### src/rtl/bram_stream_reader.sv
// ---------------------------------------------------------------------------
// bram_stream_reader
//
// Master-side reader for the single-port block RAM. A start pulse loads a
// base address and a word count; the block then issues sequential reads,
// absorbs the one-cycle BRAM read latency and downstream backpressure in a
// two-entry skid buffer, and streams the words out as AXI4-Stream beats with
// tlast on the final beat. The BRAM is never written.
//
// Optional build macro: BRAM_STREAM_SOF_EN
//   When defined, an extra m_axis_tuser output marks the first beat of every
//   job (start-of-frame). The flag travels through the skid buffer alongside
//   its data word. When undefined the port and its storage do not exist.
//
// Ports:
//   clk            single clock, rising edge
//   rst            synchronous active-high reset
//   start          one-cycle job request, honoured only while busy=0
//   base_addr      first word address (< DEPTH)
//   length         number of words to read, 0..DEPTH
//   busy           high while a job is in progress
//   done           one-cycle pulse at job end
//   bram_ce        BRAM chip enable
//   bram_we        BRAM write enable, always 0
//   bram_addr      BRAM address
//   bram_rdata     BRAM read data, valid the cycle after bram_ce
//   m_axis_tdata   stream data
//   m_axis_tvalid  stream valid
//   m_axis_tready  stream ready
//   m_axis_tuser   start-of-frame flag (BRAM_STREAM_SOF_EN only)
//   m_axis_tlast   last beat of the job
// ---------------------------------------------------------------------------
module bram_stream_reader #(
  parameter int ADDR_WIDTH = 6,
  parameter int DATA_WIDTH = 8,
  parameter int DEPTH      = 48
) (
  input  logic                  clk,
  input  logic                  rst,
  input  logic                  start,
  input  logic [ADDR_WIDTH-1:0] base_addr,
  input  logic [ADDR_WIDTH:0]   length,
  output logic                  busy,
  output logic                  done,
  output logic                  bram_ce,
  output logic                  bram_we,
  output logic [ADDR_WIDTH-1:0] bram_addr,
  input  logic [DATA_WIDTH-1:0] bram_rdata,
  output logic [DATA_WIDTH-1:0] m_axis_tdata,
  output logic                  m_axis_tvalid,
  input  logic                  m_axis_tready,
`ifdef BRAM_STREAM_SOF_EN
  output logic                  m_axis_tuser,
`endif
  output logic                  m_axis_tlast
);

  localparam int CW = ADDR_WIDTH + 1;
  localparam logic [CW-1:0]         ONE_W     = CW'(1);
  localparam logic [ADDR_WIDTH-1:0] LAST_ADDR = ADDR_WIDTH'(DEPTH - 1);

  typedef enum logic [1:0] {
    IDLE,
    READ,
    DRAIN
  } state_t;

  state_t state_q, state_next;

  logic [ADDR_WIDTH-1:0] addr_q;
  logic [CW-1:0]         len_q;
  logic [CW-1:0]         issued_q;
  logic [CW-1:0]         popped_q;
  logic                  rd_pending_q;
  logic                  done_q;
  logic                  done_next;

  logic [DATA_WIDTH-1:0] buf_data [2];
  logic                  wr_ptr_q;
  logic                  rd_ptr_q;
  logic [1:0]            count_q;

`ifdef BRAM_STREAM_SOF_EN
  logic                  buf_user [2];
  logic [CW-1:0]         pushed_q;
`endif

  logic       accept;
  logic       push;
  logic       pop;
  logic       issue;
  logic [1:0] credit_used;

  // Handshake and credit bookkeeping. A slot is "used" by every read still
  // in flight and every word sitting in the buffer; a pop in this cycle
  // returns its slot immediately so a new read can go out in the same cycle,
  // which is what keeps the stream bubble-free with tready held high.
  always_comb begin
    accept      = (state_q == IDLE) && start;
    push        = rd_pending_q;
    pop         = m_axis_tvalid && m_axis_tready;
    credit_used = 2'(rd_pending_q) + count_q - 2'(pop);
    issue       = (state_q == READ) && (credit_used < 2'd2) && (issued_q < len_q);
  end

  // Next-state logic. A zero-length job never leaves IDLE; it only pulses
  // done. DRAIN ends on the handshake of the final beat.
  always_comb begin
    state_next = state_q;
    done_next  = 1'b0;
    case (state_q)
      IDLE: begin
        if (start) begin
          if (length == '0) begin
            done_next = 1'b1;
          end else begin
            state_next = READ;
          end
        end
      end
      READ: begin
        if (issue && (issued_q + ONE_W == len_q)) begin
          state_next = DRAIN;
        end
      end
      DRAIN: begin
        if (pop && (popped_q + ONE_W == len_q)) begin
          done_next  = 1'b1;
          state_next = IDLE;
        end
      end
      default: begin
        state_next = IDLE;
      end
    endcase
  end

  // State register and job counters. The address wraps by comparing against
  // DEPTH-1 because DEPTH need not be a power of two.
  always_ff @(posedge clk) begin
    if (rst) begin
      state_q      <= IDLE;
      done_q       <= 1'b0;
      addr_q       <= '0;
      len_q        <= '0;
      issued_q     <= '0;
      popped_q     <= '0;
      rd_pending_q <= 1'b0;
    end else begin
      state_q      <= state_next;
      done_q       <= done_next;
      rd_pending_q <= issue;
      if (accept) begin
        addr_q   <= base_addr;
        len_q    <= length;
        issued_q <= '0;
        popped_q <= '0;
      end else begin
        if (issue) begin
          addr_q   <= (addr_q == LAST_ADDR) ? '0 : addr_q + 1'b1;
          issued_q <= issued_q + ONE_W;
        end
        if (pop) begin
          popped_q <= popped_q + ONE_W;
        end
      end
    end
  end

  // Two-entry skid buffer. Capture of returning read data is unconditional:
  // the credit check above guarantees a free slot whenever a read returns.
  always_ff @(posedge clk) begin
    if (rst) begin
      buf_data[0] <= '0;
      buf_data[1] <= '0;
      wr_ptr_q    <= 1'b0;
      rd_ptr_q    <= 1'b0;
      count_q     <= 2'd0;
    end else begin
      if (push) begin
        buf_data[wr_ptr_q] <= bram_rdata;
        wr_ptr_q           <= ~wr_ptr_q;
      end
      if (pop) begin
        rd_ptr_q <= ~rd_ptr_q;
      end
      count_q <= count_q + 2'(push) - 2'(pop);
    end
  end

`ifdef BRAM_STREAM_SOF_EN
  // Start-of-frame flag: the first word pushed in a job carries tuser=1.
  always_ff @(posedge clk) begin
    if (rst) begin
      buf_user[0] <= 1'b0;
      buf_user[1] <= 1'b0;
      pushed_q    <= '0;
    end else begin
      if (accept) begin
        pushed_q <= '0;
      end else if (push) begin
        pushed_q <= pushed_q + ONE_W;
      end
      if (push) begin
        buf_user[wr_ptr_q] <= (pushed_q == '0);
      end
    end
  end

  assign m_axis_tuser = m_axis_tvalid && buf_user[rd_ptr_q];
`endif

  // Output drive. The head of the buffer holds word index popped_q, so tlast
  // is derived from the pop count rather than stored per entry.
  always_comb begin
    busy          = (state_q != IDLE);
    done          = done_q;
    bram_ce       = issue;
    bram_we       = 1'b0;
    bram_addr     = addr_q;
    m_axis_tvalid = (count_q != 2'd0);
    m_axis_tdata  = buf_data[rd_ptr_q];
    m_axis_tlast  = m_axis_tvalid && (popped_q == len_q - ONE_W);
  end

endmodule

### config.mk
export PLATFORM = sky130hd
export DESIGN_NAME = bram_stream_reader
export DESIGN_NICKNAME = d
export VERILOG_FILES = /design/src/rtl/bram_stream_reader.sv
export SDC_FILE = /design/constraint.sdc
export NUM_CORES = 1
export LEC_CHECK = 0
export BUFFER_PORTS_ARGS = -buffer_cell sky130_fd_sc_hd__buf_4
export CORE_MARGIN = 2
export CORE_UTILIZATION = 50
export CTS_CLUSTER_SIZE = 10
export DETAILED_ROUTE_END_ITERATION = 7
export PLACE_DENSITY = 0.71
export SLEW_MARGIN = 25
export SYNTH_ARGS = -nofsm -noshare
export SYNTH_HDL_FRONTEND = slang
export SYNTH_SLANG_ARGS = --single-unit
### constraint.sdc
create_clock -name clk -period 5.75 [get_ports clk]
set_input_delay 0.2875 -clock clk [delete_from_list [all_inputs] [get_ports clk]]
set_output_delay 0.2875 -clock clk [all_outputs]
set_load 0.005 [all_outputs]
Yosys cells after proc, flatten, opt, wreduce, memory -nomap -nowiden
Memories as Yosys holds them, arrays and structs flattened. A register that Yosys moved wholly into a read port is not among the register bits.
Index checks and enable logic that the tools add are counted.
{"block": "word_totals", "regBits": 35, "out_inout_bits": 20, "mem_bits_rw": 16, "mem_count": 1}
{"memory": "buf_data", "words": 2, "width": 8, "read_ports": 1, "rd_ports_with_merged_regs": 1, "write_ports": 2, "line": "78", "text": "logic [DATA_WIDTH-1:0] buf_data [2];"}
{"block": "op_classes", "n_eq_ne": 10, "n_lt_le_gt_ge": 2, "bitwise_logic": 2, "reduce_logical": 15, "add_sub_neg": 6, "muxes": 22}
{"op": "$eq A7 B7 Y1", "count": 3}
{"op": "$mux W6", "count": 3}
{"op": "$add A7 B1 Y7 const B", "count": 2}
{"op": "$mux W1", "count": 12}
{"op": "$mux W2", "count": 4}
{"op": "$mux W8", "count": 1}
{"op": "$reduce_or A8 Y1", "count": 1}
{"op": "$logic_and A1 B1 Y1", "count": 7}
{"op": "$logic_not A7 Y1", "count": 1}
{"op": "$lt A7 B7 Y1", "count": 1}
{"op": "$sub A7 B1 Y7 const B", "count": 1}
{"op": "$add A6 B1 Y6 const B", "count": 1}
{"op": "$eq A6 B6 Y1 const B", "count": 1}
{"op": "$ne A2 B2 Y1 const B", "count": 3}
{"op": "$pmux W2 S3", "count": 1}
{"op": "$reduce_bool A2 Y1", "count": 3}
{"op": "$reduce_and A4 Y1", "count": 1}
{"op": "$add A2 B1 Y2", "count": 1}
{"op": "$eq A2 B1 Y1 const B", "count": 1}
{"op": "$eq A2 B2 Y1 const B", "count": 1}
{"op": "$logic_not A2 Y1", "count": 1}
{"op": "$lt A2 B2 Y1 const B", "count": 1}
{"op": "$ne A2 B1 Y1 const B", "count": 1}
{"op": "$not A1 Y1", "count": 2}
{"op": "other kinds (3)", "count": 3}

Depth between registers and ports, before layout
Gate-level depths: netlist (run 1).
{"block": "logic_depth", "depth_word": 9, "mapped_depth": 13}

Worst setup path before layout (run 1)
OpenSTA, ideal clock, no wires.
{"block": "synth_timing", "path_kind": "register to register", "start": "register count_q[1]", "end": "register addr_q[0], in the netlist bram_addr[0]", "period_less_slack_ns": 2.838, "stages_incl_launch_ff": 13, "t_required_ns": 5.671, "arrival_time_ns": 2.758, "setup_ns": 0.079, "path_slack_ns": 2.912, "path_cell_list": "dfxtp_1 o21ai_1 inv_1 ha_1 inv_1 ha_1 xor2_1 xnor2_1 o211ai_4 or2_1 buf_6 or3_1 a211oi_2"}
{"block": "synth_between", "elab_chain_len": 7, "elab_cells_between_ends": 8, "cone_classes": "2 x add/sub; 1 x order compare; 5 x reduce/logical"}
{"item": "from (decl)", "line": "81", "text": "logic [1:0] count_q;"}
{"item": "from (signal assigned)", "line": "187", "text": "count_q <= count_q + 2'(push) - 2'(pop);"}
{"item": "$reduce_bool A2 Y1", "line": "221", "text": "m_axis_tvalid = (count_q != 2'd0);"}
{"item": "$logic_and A1 B1 Y1", "line": "101", "text": "pop = m_axis_tvalid && m_axis_tready;"}
{"item": "via pop", "line": "90", "text": "logic pop;"}
{"item": "$sub A2 B1 Y2", "line": "102", "text": "credit_used = 2'(rd_pending_q) + count_q - 2'(pop);"}
{"item": "$lt A2 B2 Y1", "line": "103", "text": "issue = (state_q == READ) && (credit_used < 2'd2) && (issued_q < len_q);"}
{"item": "$logic_and A1 B1 Y1 (2 in a row)", "line": "103"}
{"item": "$reduce_bool A2 Y1 (no line)"}
{"item": "to (signal assigned)", "line": "154", "text": "addr_q <= base_addr;"}
{"item": "to (signal assigned)", "line": "160", "text": "addr_q <= (addr_q == LAST_ADDR) ? '0 : addr_q + 1'b1;"}
{"item": "to (decl)", "line": "70", "text": "logic [ADDR_WIDTH-1:0] addr_q;"}
The timed path passes the listed nets, and every way through them passes these cells.
A chain may end at the register's enable or synchronous reset.

Worst setup path after layout (run 1)
{"block": "layout_timing", "start": "register count_q[1]", "end": "output bram_ce"}
{"block": "layout_between", "elab_chain_len": 6, "elab_cells_between_ends": 7, "cone_classes": "2 x add/sub; 1 x order compare; 4 x reduce/logical"}
{"item": "$reduce_bool A2 Y1", "line": "221"}
{"item": "$logic_and A1 B1 Y1", "line": "101"}
{"item": "via pop", "line": "90"}
{"item": "$sub A2 B1 Y2", "line": "102"}
{"item": "$lt A2 B2 Y1", "line": "103"}
{"item": "$logic_and A1 B1 Y1 (2 in a row)", "line": "103"}
{"item": "to (decl)", "line": "45", "text": "output logic bram_ce,"}
The timed path passes the listed nets, and every way through them passes these cells.

==> impl_metrics.json, run 1 <==
{
  "p_seq_frac": 0.484,
  "synth_edf_count": 16,
  "ys_warn_count": 0,
  "ys_ff_latch": 52,
  "maxCapViolCount": 0,
  "cts_made_buffers": 5,
  "synthArstFlopShare": 0,
  "wl_per_cell_um": 14.6,
  "start_kind": "flop",
  "clk_path_buf_depth": 2,
  "pwr-share-clk": 0.238,
  "synthTopCellsByArea": "dfxtp_1 (24%), edfxtp_1 (16%), xnor2_1 (6.9%), ha_1 (5.4%), nand2_1 (4.2%)",
  "n_fill_cell": 567,
  "final_common_cell": "buf_4",
  "grt_pass1_vias": 2344,
  "overflow": 0,
  "initial_core_util": 0.515,
  "cts_tree": "yes",
  "multi_input_area_um2": 1660,
  "post-route-util": 0.588,
  "finalWorstSetupSlack_ns": 2.27,
  "clkLatencyLatePin_ns": 0.32,
  "yosys.cell_types.count": 54,
  "path_class": "reg2out",
  "fin_crit_ns": 3.48,
  "grt_max_degree": 25,
  "final_cell_mix": "buf_4 (44), dfxtp_1 (36), nand2_1 (34)",
  "regArea_um2": 1200,
  "grt_usage": 0.212,
  "diodes": 0,
  "syn_to_final_growth_pct": 14.2,
  "rsz0062_at_grt": "no",
  "critPathMaxFanout": 10,
  "cts_setup_buffers": 0,
  "power.total_uw": 938,
  "synthesis.area_um2": 3030,
  "cts.sinks": 52,
  "critPathArrivalTime_ns": 3.19,
  "die_w_um": 81.9,
  "grt_first_pass_wirelength_um": 10900,
  "ys_seq_area_frac": 0.396,
  "end_kind": "output pin",
  "netlist.area_leader.share": 0.238,
  "power.density_nw_per_um2": 271,
  "holdBufCountCts": 0,
  "cts_max_level": 2,
  "postRouteAntennaNets": 0,
  "vias": 2492,
  "finalCritPeriodShare": 0.604,
  "synth_cells": 343,
  "fin_worst_skew_ns": 0.00772,
  "final_max_slew_viol_count": 0,
  "io_buffers": 43,
  "firstDrtPassIters": 5,
  "antenna_found_initial": 0,
  "rows": 28,
  "p_sw_frac": 0.327,
  "place_congestion": 0.843,
  "cp.required_ns": 5.46,
  "wirelength_um": 6580,
  "ys.flop_type": "dfxtp_1",
  "pin_count": 45,
  "comb_power_share": 0.278,
  "pre_cts_slack_ns": 2.59,
  "nets": 412,
  "relSlewSlack": 0.492,
  "p_sw_uw": 307,
  "die_area_um2": 6700,
  "status": "finished, final reports clean",
  "coreArea_um2": 5890,
  "synth_top_area_cell": "dfxtp_1",
  "drc": 0,
  "syn_area_per_cell_um2": 8.84,
  "drive_gt1_frac": 0.187,
  "tightest_slew_ns": 0.756,
  "final-hold-violation-count": 0,
  "min_path_type": "in2reg",
  "internal-power_uw": 631,
  "die_h_um": 81.9,
  "synth_fp_nets": 381,
  "path_clk_slew_ns": 0.10,
  "design_area_um2": 3460,
  "root_buffer": "clkbuf_8",
  "dr.first_iter.drc_count": 116,
  "placed_cell_area_um2": 3370,
  "max_freq_mhz": 288,
  "peakVddDrop_mv": 0.163,
  "p_leak_uw": 0.00133,
  "tns_ns": 0,
  "cts_resized": 0,
  "vias_per_cell": 5.54,
  "setup_viol": 0,
  "dp_hpwl_um": 4980
}
-- synthesized netlist by cell type, drive strengths merged, types with 2 or more instances --
cell,count
and3,2
clkbuf,16
a311oi,2
a2111oi,3
inv,21
nand2,34
or3,3
nor3b,4
ha,13
o32a,2
o21ai,10
nor3,11
and2,20
xor2,12
nor4,6
nand3,9
or2,3
o211ai,4
edfxtp,16
a31oi,3
nand4,7
xnor2,24
mux2,8
a21oi,20
nor2b,3
a211oi,3
buf,4
a22oi,2
dfxtp,36
nor2,28
-- state kept, by name, summed over array words and instances (netlist names), named ones only --
register   flops
popped_q       7
len_q          7
buf_data      16
done           1
bram_addr      6
issued_q       7
state_q        2
push           1
rd_ptr_q       1
wr_ptr_q       1
count_q        2
-- final cells by class --
type,count,area share
clock buffers,5,0.0199
clock inverters,3,0.00795
inverters,21,0.0228
multi-input cells,250,0.480
flip-flops and latches,52,0.347
well taps,75,0.0271
repair buffers,44,0.0954
-- cell families (layout without fill, tap and decap cells) --
family,after synthesis,in the layout,share of synthesized area
mux,9,9,0.0330
fa+ha+maj,13,13,0.0537
other cells,1,1,0.00124
simple gates,134,134,0.222
flops,52,52,0.396
xor+xnor,36,36,0.104
buf+inv,41,73,0.0557
compound gates,57,57,0.134
-- per-stage QoR --
step | hold WS [ns] | cells
after floorplan | 0.423 | 343
after global placement | 0.499 | 442
after detailed placement | 0.506 | 442
after CTS | 0.212 | 450
after global routing | 0.212 | 450
final | 0.213 | 450
-- power groups by stage --
| stage | Clock, µW | Combinational (µW) | Sequential (µW) |
|---|---|---|---|
| floorplan | 0 | 190 | 442 |
| global placement | 0 | 256 | 461 |
| detailed placement | 0 | 262 | 462 |
| CTS | 231 | 264 | 454 |
| global route | 242 | 293 | 460 |
| finish | 223 | 261 | 454 |
-- worst max-delay path, cell delays in order (launching register included) --
cell and delay, ns:
dfxtp_1 0.34, o21ai_1 0.39, inv_1 0.18, ha_1 0.31
inv_1 0.04, ha_1 0.19, xor2_1 0.16, xnor2_1 0.31
o211ai_4 0.20, or2_1 0.37, inv_1 0.23, buf_4 0.16
-- worst paths after layout --
path | start | to | slack [ns] | cells past startpoint
worst max-delay path | count_q[1] | bram_ce | 2.27 | 11
worst min-delay path | length[5] | len_q[5] | 0.21 | 3
worst max register to register | count_q[1] | state_q[0] | 2.60 | 12
worst min register to register | rd_ptr_q | flop | 0.53 | 2
-- layer usage --
metal	global-route usage	vias to the layer above	wire length (µm)
li1	-	1250	-
met1	0.271	1180	2970
met4	0.0617	0	82
met5	0	-	0
met2	0.363	55	3270
met3	0.0374	7	259
Power figures use the tool's default switching activity.
==> run 2, diff against run 1 <==
--- a/config.mk
+++ b/config.mk
@@ -10,7 +10,7 @@
 export CORE_UTILIZATION = 50
 export CTS_CLUSTER_SIZE = 10
 export DETAILED_ROUTE_END_ITERATION = 7
-export PLACE_DENSITY = 0.71
+export PLACE_DENSITY = 0.74
 export SLEW_MARGIN = 25
 export SYNTH_ARGS = -nofsm -noshare
 export SYNTH_HDL_FRONTEND = slang
==> constraint.sdc (replaced) <==
create_clock -name clk -period 3.15 [get_ports clk]
set_input_delay 0.1575 -clock clk [delete_from_list [all_inputs] [get_ports clk]]
set_output_delay 0.1575 -clock clk [all_outputs]
set_load 0.005 [all_outputs]
==> impl_metrics.json, run 2 (synthesis gave the netlist of run 1 again) <==
{
  "start_kind": "flop",
  "die_area_um2": 6700,
  "path_cells": "o21ai_1, inv_1, ha_1, inv_1, ha_1, xor2_1, xnor2_2, o211ai_4, or2_1, inv_1, buf_4",
  "path_clk_slew_ns": 0.10,
  "min_path_type": "in2reg",
  "placed_cell_area_um2": 3390,
  "max_freq_mhz": 342,
  "reg2regPathDepth": 12,
  "die_h_um": 81.9,
  "crit_path_top_delay_cell": "or2_1",
  "r2r-end": "state_q[0]",
  "path_common_cell": "inv_1",
  "cts.sinks": 52,
  "cts_made_buffers": 5,
  "finalCritPeriodShare": 0.928,
  "power.density_nw_per_um2": 498,
  "reg2reg_slack_ns": 0.42,
  "vias_per_cell": 5.54,
  "diodes": 0,
  "vias": 2509,
  "min_to": "len_q[2]",
  "grt_pass1_vias": 2303,
  "final_max_slew_viol_count": 0,
  "cts_tree": "yes",
  "n_fill_cell": 548,
  "rows": 28,
  "fin_worst_skew_ns": 0.00509,
  "top_register": "buf_data",
  "io_buffers": 43,
  "clk_path_buf_depth": 2,
  "cts_setup_buffers": 0,
  "wirelength_um": 6580,
  "drive_gt1_frac": 0.196,
  "design_area_um2": 3490,
  "tns_ns": 0,
  "final_cell_mix": "buf_4 (47), dfxtp_1 (36), nand2_1 (34)",
  "firstDrtPassIters": 4,
  "grt_max_degree": 25,
  "dr.first_iter.drc_count": 146,
  "wl_per_cell_um": 14.5,
  "maxCapViolCount": 0,
  "final-hold-violation-count": 0,
  "end_kind": "output pin",
  "overflow": 0,
  "dp_hpwl_um": 4970,
  "grt_usage": 0.207,
  "place_congestion": 0.858,
  "antenna_found_initial": 0,
  "postRouteAntennaNets": 0,
  "largest_register_ffs": 16,
  "fin_crit_ns": 2.92,
  "tightest_slew_ns": 0.733,
  "nets": 415,
  "cp.required_ns": 2.99,
  "path_class": "reg2out",
  "root_buffer": "clkbuf_8",
  "syn_to_final_growth_pct": 15.1,
  "peakVddDrop_mv": 0.287,
  "drc": 0,
  "max_stage_delay_ns": 0.37,
  "clkLatencyLatePin_ns": 0.31,
  "setup_viol": 0,
  "coreArea_um2": 5890,
  "die_w_um": 81.9,
  "worstHoldStart": "length[2]",
  "rsz0062_at_grt": "no",
  "status": "finished, final reports clean",
  "rr_startpoint": "count_q[1]",
  "cts_max_level": 2,
  "initial_core_util": 0.515,
  "pin_count": 45,
  "whs_path_depth": 3,
  "p_leak_uw": 0.00134,
  "critPathArrivalTime_ns": 2.76,
  "critPathMaxFanout": 10,
  "relSlewSlack": 0.508,
  "final_common_cell": "buf_4",
  "grt_first_pass_wirelength_um": 10700
}
==> run 2: cell count changes in the layout (fill, tap and decap cells not counted) <==
| cell | delta |
|---|---|
| buf_4 | +3 |
| clkinv_4 | -1 |
| xnor2_1 | -1 |
| xnor2_2 | +1 |
| inv_6 | +2 |
| inv_8 | -1 |
==> run 2: repair_timing <==
action,in CTS,in global routing
gates resized for setup,0,1
endpoints found under the setup margin,0,1
hold endpoints to repair,0,0
hold buffers,0,0
==> run 2: critical path, delay by kind of cell (launching register included) <==
kind	cells	cell delay (ns)
buf+inv	4	0.53
fa+ha+maj	2	0.46
xor+xnor	2	0.40
simple gates	1	0.37
flops	1	0.36
compound gates	2	0.34
==> run 2: worst max path at each step <==
stage / start / endpoint / depth (start not counted)
2_1_floorplan: count_q[1] / bram_addr[0] / 12
3_3_place_gp: count_q[1] / state_q[0] / 12
3_5_place_dp: count_q[1] / state_q[0] / 12
4_1_cts: count_q[1] / bram_ce / 11
5_1_grt: count_q[1] / bram_ce / 11
6_report: count_q[1] / bram_ce / 11
==> run 2: power by group <==
| group | total (µW) | internal, µW | switching [µW] |
|---|---|---|---|
| Sequential | 829 | 754 | 75.0 |
| Clock | 407 | 163 | 244 |
| Combinational | 503 | 253 | 250 |
| Total | 1740 | 1170 | 569 |
==> run 2: cell type report <==
class                   count  area [µm²]  area share
clock inverters             3        25.0     0.00717
clock buffers               5        68.8      0.0197
repair buffers             47         353       0.101
inverters                  21        78.8      0.0226
multi-input cells         250        1670       0.478
flip-flops and latches     52        1200       0.344
well taps                  75        93.8      0.0269
==> run 2: per-layer routing <==
layer / track usage / vias to the layer above / routed length [µm]
met5: 0 / - / 0
met4: 0.0600 / 0 / 73
met3: 0.0319 / 7 / 355
met2: 0.359 / 78 / 3230
met1: 0.266 / 1168 / 2920
li1: - / 1256 / -
==> run 2: stage by stage <==
step | utilization | hold slack (ns) | std cells | total power (µW) | setup slack (ns)
after floorplan | - | 0.293 | 343 | 1150 | 0.312
after global placement | 0.576 | 0.424 | 445 | 1320 | 0.465
after detailed placement | 0.576 | 0.433 | 445 | 1340 | 0.386
after CTS | 0.592 | 0.0927 | 453 | 1740 | 0.166
after global routing | 0.593 | 0.0975 | 453 | 1840 | 0.00491
final | 0.593 | 0.100 | 453 | 1740 | 0.228
==> run 3, diff against run 2 <==
--- a/config.mk
+++ b/config.mk
@@ -5,7 +5,7 @@
 export SDC_FILE = /design/constraint.sdc
 export NUM_CORES = 1
 export LEC_CHECK = 0
-export BUFFER_PORTS_ARGS = -buffer_cell sky130_fd_sc_hd__buf_4
+export BUFFER_PORTS_ARGS = -buffer_cell sky130_fd_sc_hd__buf_2
 export CORE_MARGIN = 2
 export CORE_UTILIZATION = 50
 export CTS_CLUSTER_SIZE = 10
==> impl_metrics.json, run 3 (synthesis gave the netlist of run 1 again) <==
{
  "reg2reg_slack_ns": 0.39,
  "start_kind": "flop",
  "grt_pass1_vias": 2324,
  "relSlewSlack": 0.535,
  "pwr-share-clk": 0.239,
  "maxCapViolCount": 0,
  "max_freq_mhz": 347,
  "grt_max_degree": 25,
  "wl_per_cell_um": 14.3,
  "min_path_type": "in2reg",
  "grt_first_pass_wirelength_um": 10800,
  "cts_resized": 0,
  "firstDrtPassIters": 5,
  "cp.required_ns": 2.99,
  "cts.sinks": 52,
  "status": "finished, final reports clean",
  "root_buffer": "clkbuf_8",
  "antenna_found_initial": 0,
  "p_leak_uw": 0.00131,
  "final_cell_mix": "buf_2 (43), dfxtp_1 (36), nand2_1 (34)",
  "initial_core_util": 0.515,
  "largest_register_ffs": 16,
  "final-hold-violation-count": 0,
  "drc": 0,
  "overflow": 0,
  "cts_tree": "yes",
  "top_register": "buf_data",
  "end_kind": "output pin",
  "path_clk_slew_ns": 0.10,
  "vias_per_cell": 5.59,
  "syn_to_final_growth_pct": 11.6,
  "dp_hpwl_um": 4850,
  "die_w_um": 81.9,
  "p_seq_frac": 0.485,
  "rsz0062_at_grt": "no",
  "power.total_uw": 1710,
  "cts_made_buffers": 5,
  "rows": 28,
  "setup_viol": 0,
  "place_congestion": 0.817,
  "die_area_um2": 6700,
  "holdBufCountCts": 0,
  "grt_usage": 0.207,
  "fin_worst_skew_ns": 0.00973,
  "pin_count": 45,
  "clkLatencyLatePin_ns": 0.32,
  "post-route-util": 0.575,
  "p_sw_frac": 0.334,
  "dr.first_iter.drc_count": 128,
  "internal-power_uw": 1140,
  "tns_ns": 0,
  "final_max_slew_viol_count": 0,
  "diodes": 0,
  "vias": 2533,
  "critPathMaxFanout": 10,
  "tightest_slew_ns": 0.693,
  "wirelength_um": 6480,
  "critPathArrivalTime_ns": 2.72,
  "die_h_um": 81.9,
  "cts_max_level": 2,
  "peakVddDrop_mv": 0.314,
  "power.density_nw_per_um2": 505,
  "drive_gt1_frac": 0.198,
  "path_class": "reg2out",
  "p_sw_uw": 571,
  "comb_power_share": 0.276,
  "cts_setup_buffers": 0,
  "finalCritPeriodShare": 0.914,
  "clk_path_buf_depth": 2,
  "final_common_cell": "buf_2",
  "postRouteAntennaNets": 0,
  "nets": 415,
  "fin_crit_ns": 2.88,
  "io_buffers": 43,
  "coreArea_um2": 5890
}
run 3: cell count changes in the layout (fill, tap and decap cells not counted), sizes merged:
cell	before	now
clkinv	0	1
inv	23	22
run 3: worst max-delay path: stages, from the launching register on:
cell	delay, ns
dfxtp_1	0.36
o21ai_1	0.19
inv_1	0.12
ha_1	0.29
inv_1	0.04
ha_1	0.17
xor2_1	0.16
xnor2_2	0.24
o211ai_4	0.17
or2_1	0.38
inv_2	0.16
buf_2	0.13
run 3: final timing paths:
check                                   from            to  depth (start not counted)
worst max-delay path              count_q[1]       bram_ce                         11
worst min-delay path            base_addr[3]  bram_addr[3]                          3
worst max register to register    count_q[1]  bram_addr[0]                         11
worst min register to register      rd_ptr_q          flop                          2
run 3: cell type report:
cell class / instances / area (µm²)
clock inverters: 3 / 27.5
clock buffers: 5 / 68.8
repair buffers: 47 / 245
multi-input cells: 250 / 1670
well taps: 75 / 93.8
flip-flops and latches: 52 / 1200
fillers: 543 / 2500
inverters: 21 / 78.8
run 3: power by group through the flow:
stage          Sequential [µW]  Combinational, µW  Clock [µW]
2_1_floorplan              807                346           0
3_3_place_gp               838                450           0
3_5_place_dp               841                460           0
4_1_cts                    826                463         412
5_1_grt                    839                536         432
6_report                   829                471         408
run 3: layer usage:
metal  global-route usage  wire length (µm)  vias to the layer above  share of wire
li1                     -                 -                     1260              -
met1                0.279              2940                     1177           0.45
met2                0.329              3060                       82           0.47
met3               0.0495               381                       14          0.059
met4               0.0600                95                        0          0.015
met5                    0                 0                        -              0
run 3: stage by stage:
stage	area, µm²	hold WS, ns	worst slack [ns]	cells
2_1_floorplan	3030	0.293	0.312	343
6_report	3380	0.0882	0.272	453
5_1_grt	3380	0.0896	0.0604	453
4_1_cts	3380	0.0847	0.119	453
3_5_place_dp	3280	0.419	0.340	445
3_3_place_gp	3280	0.415	0.441	445
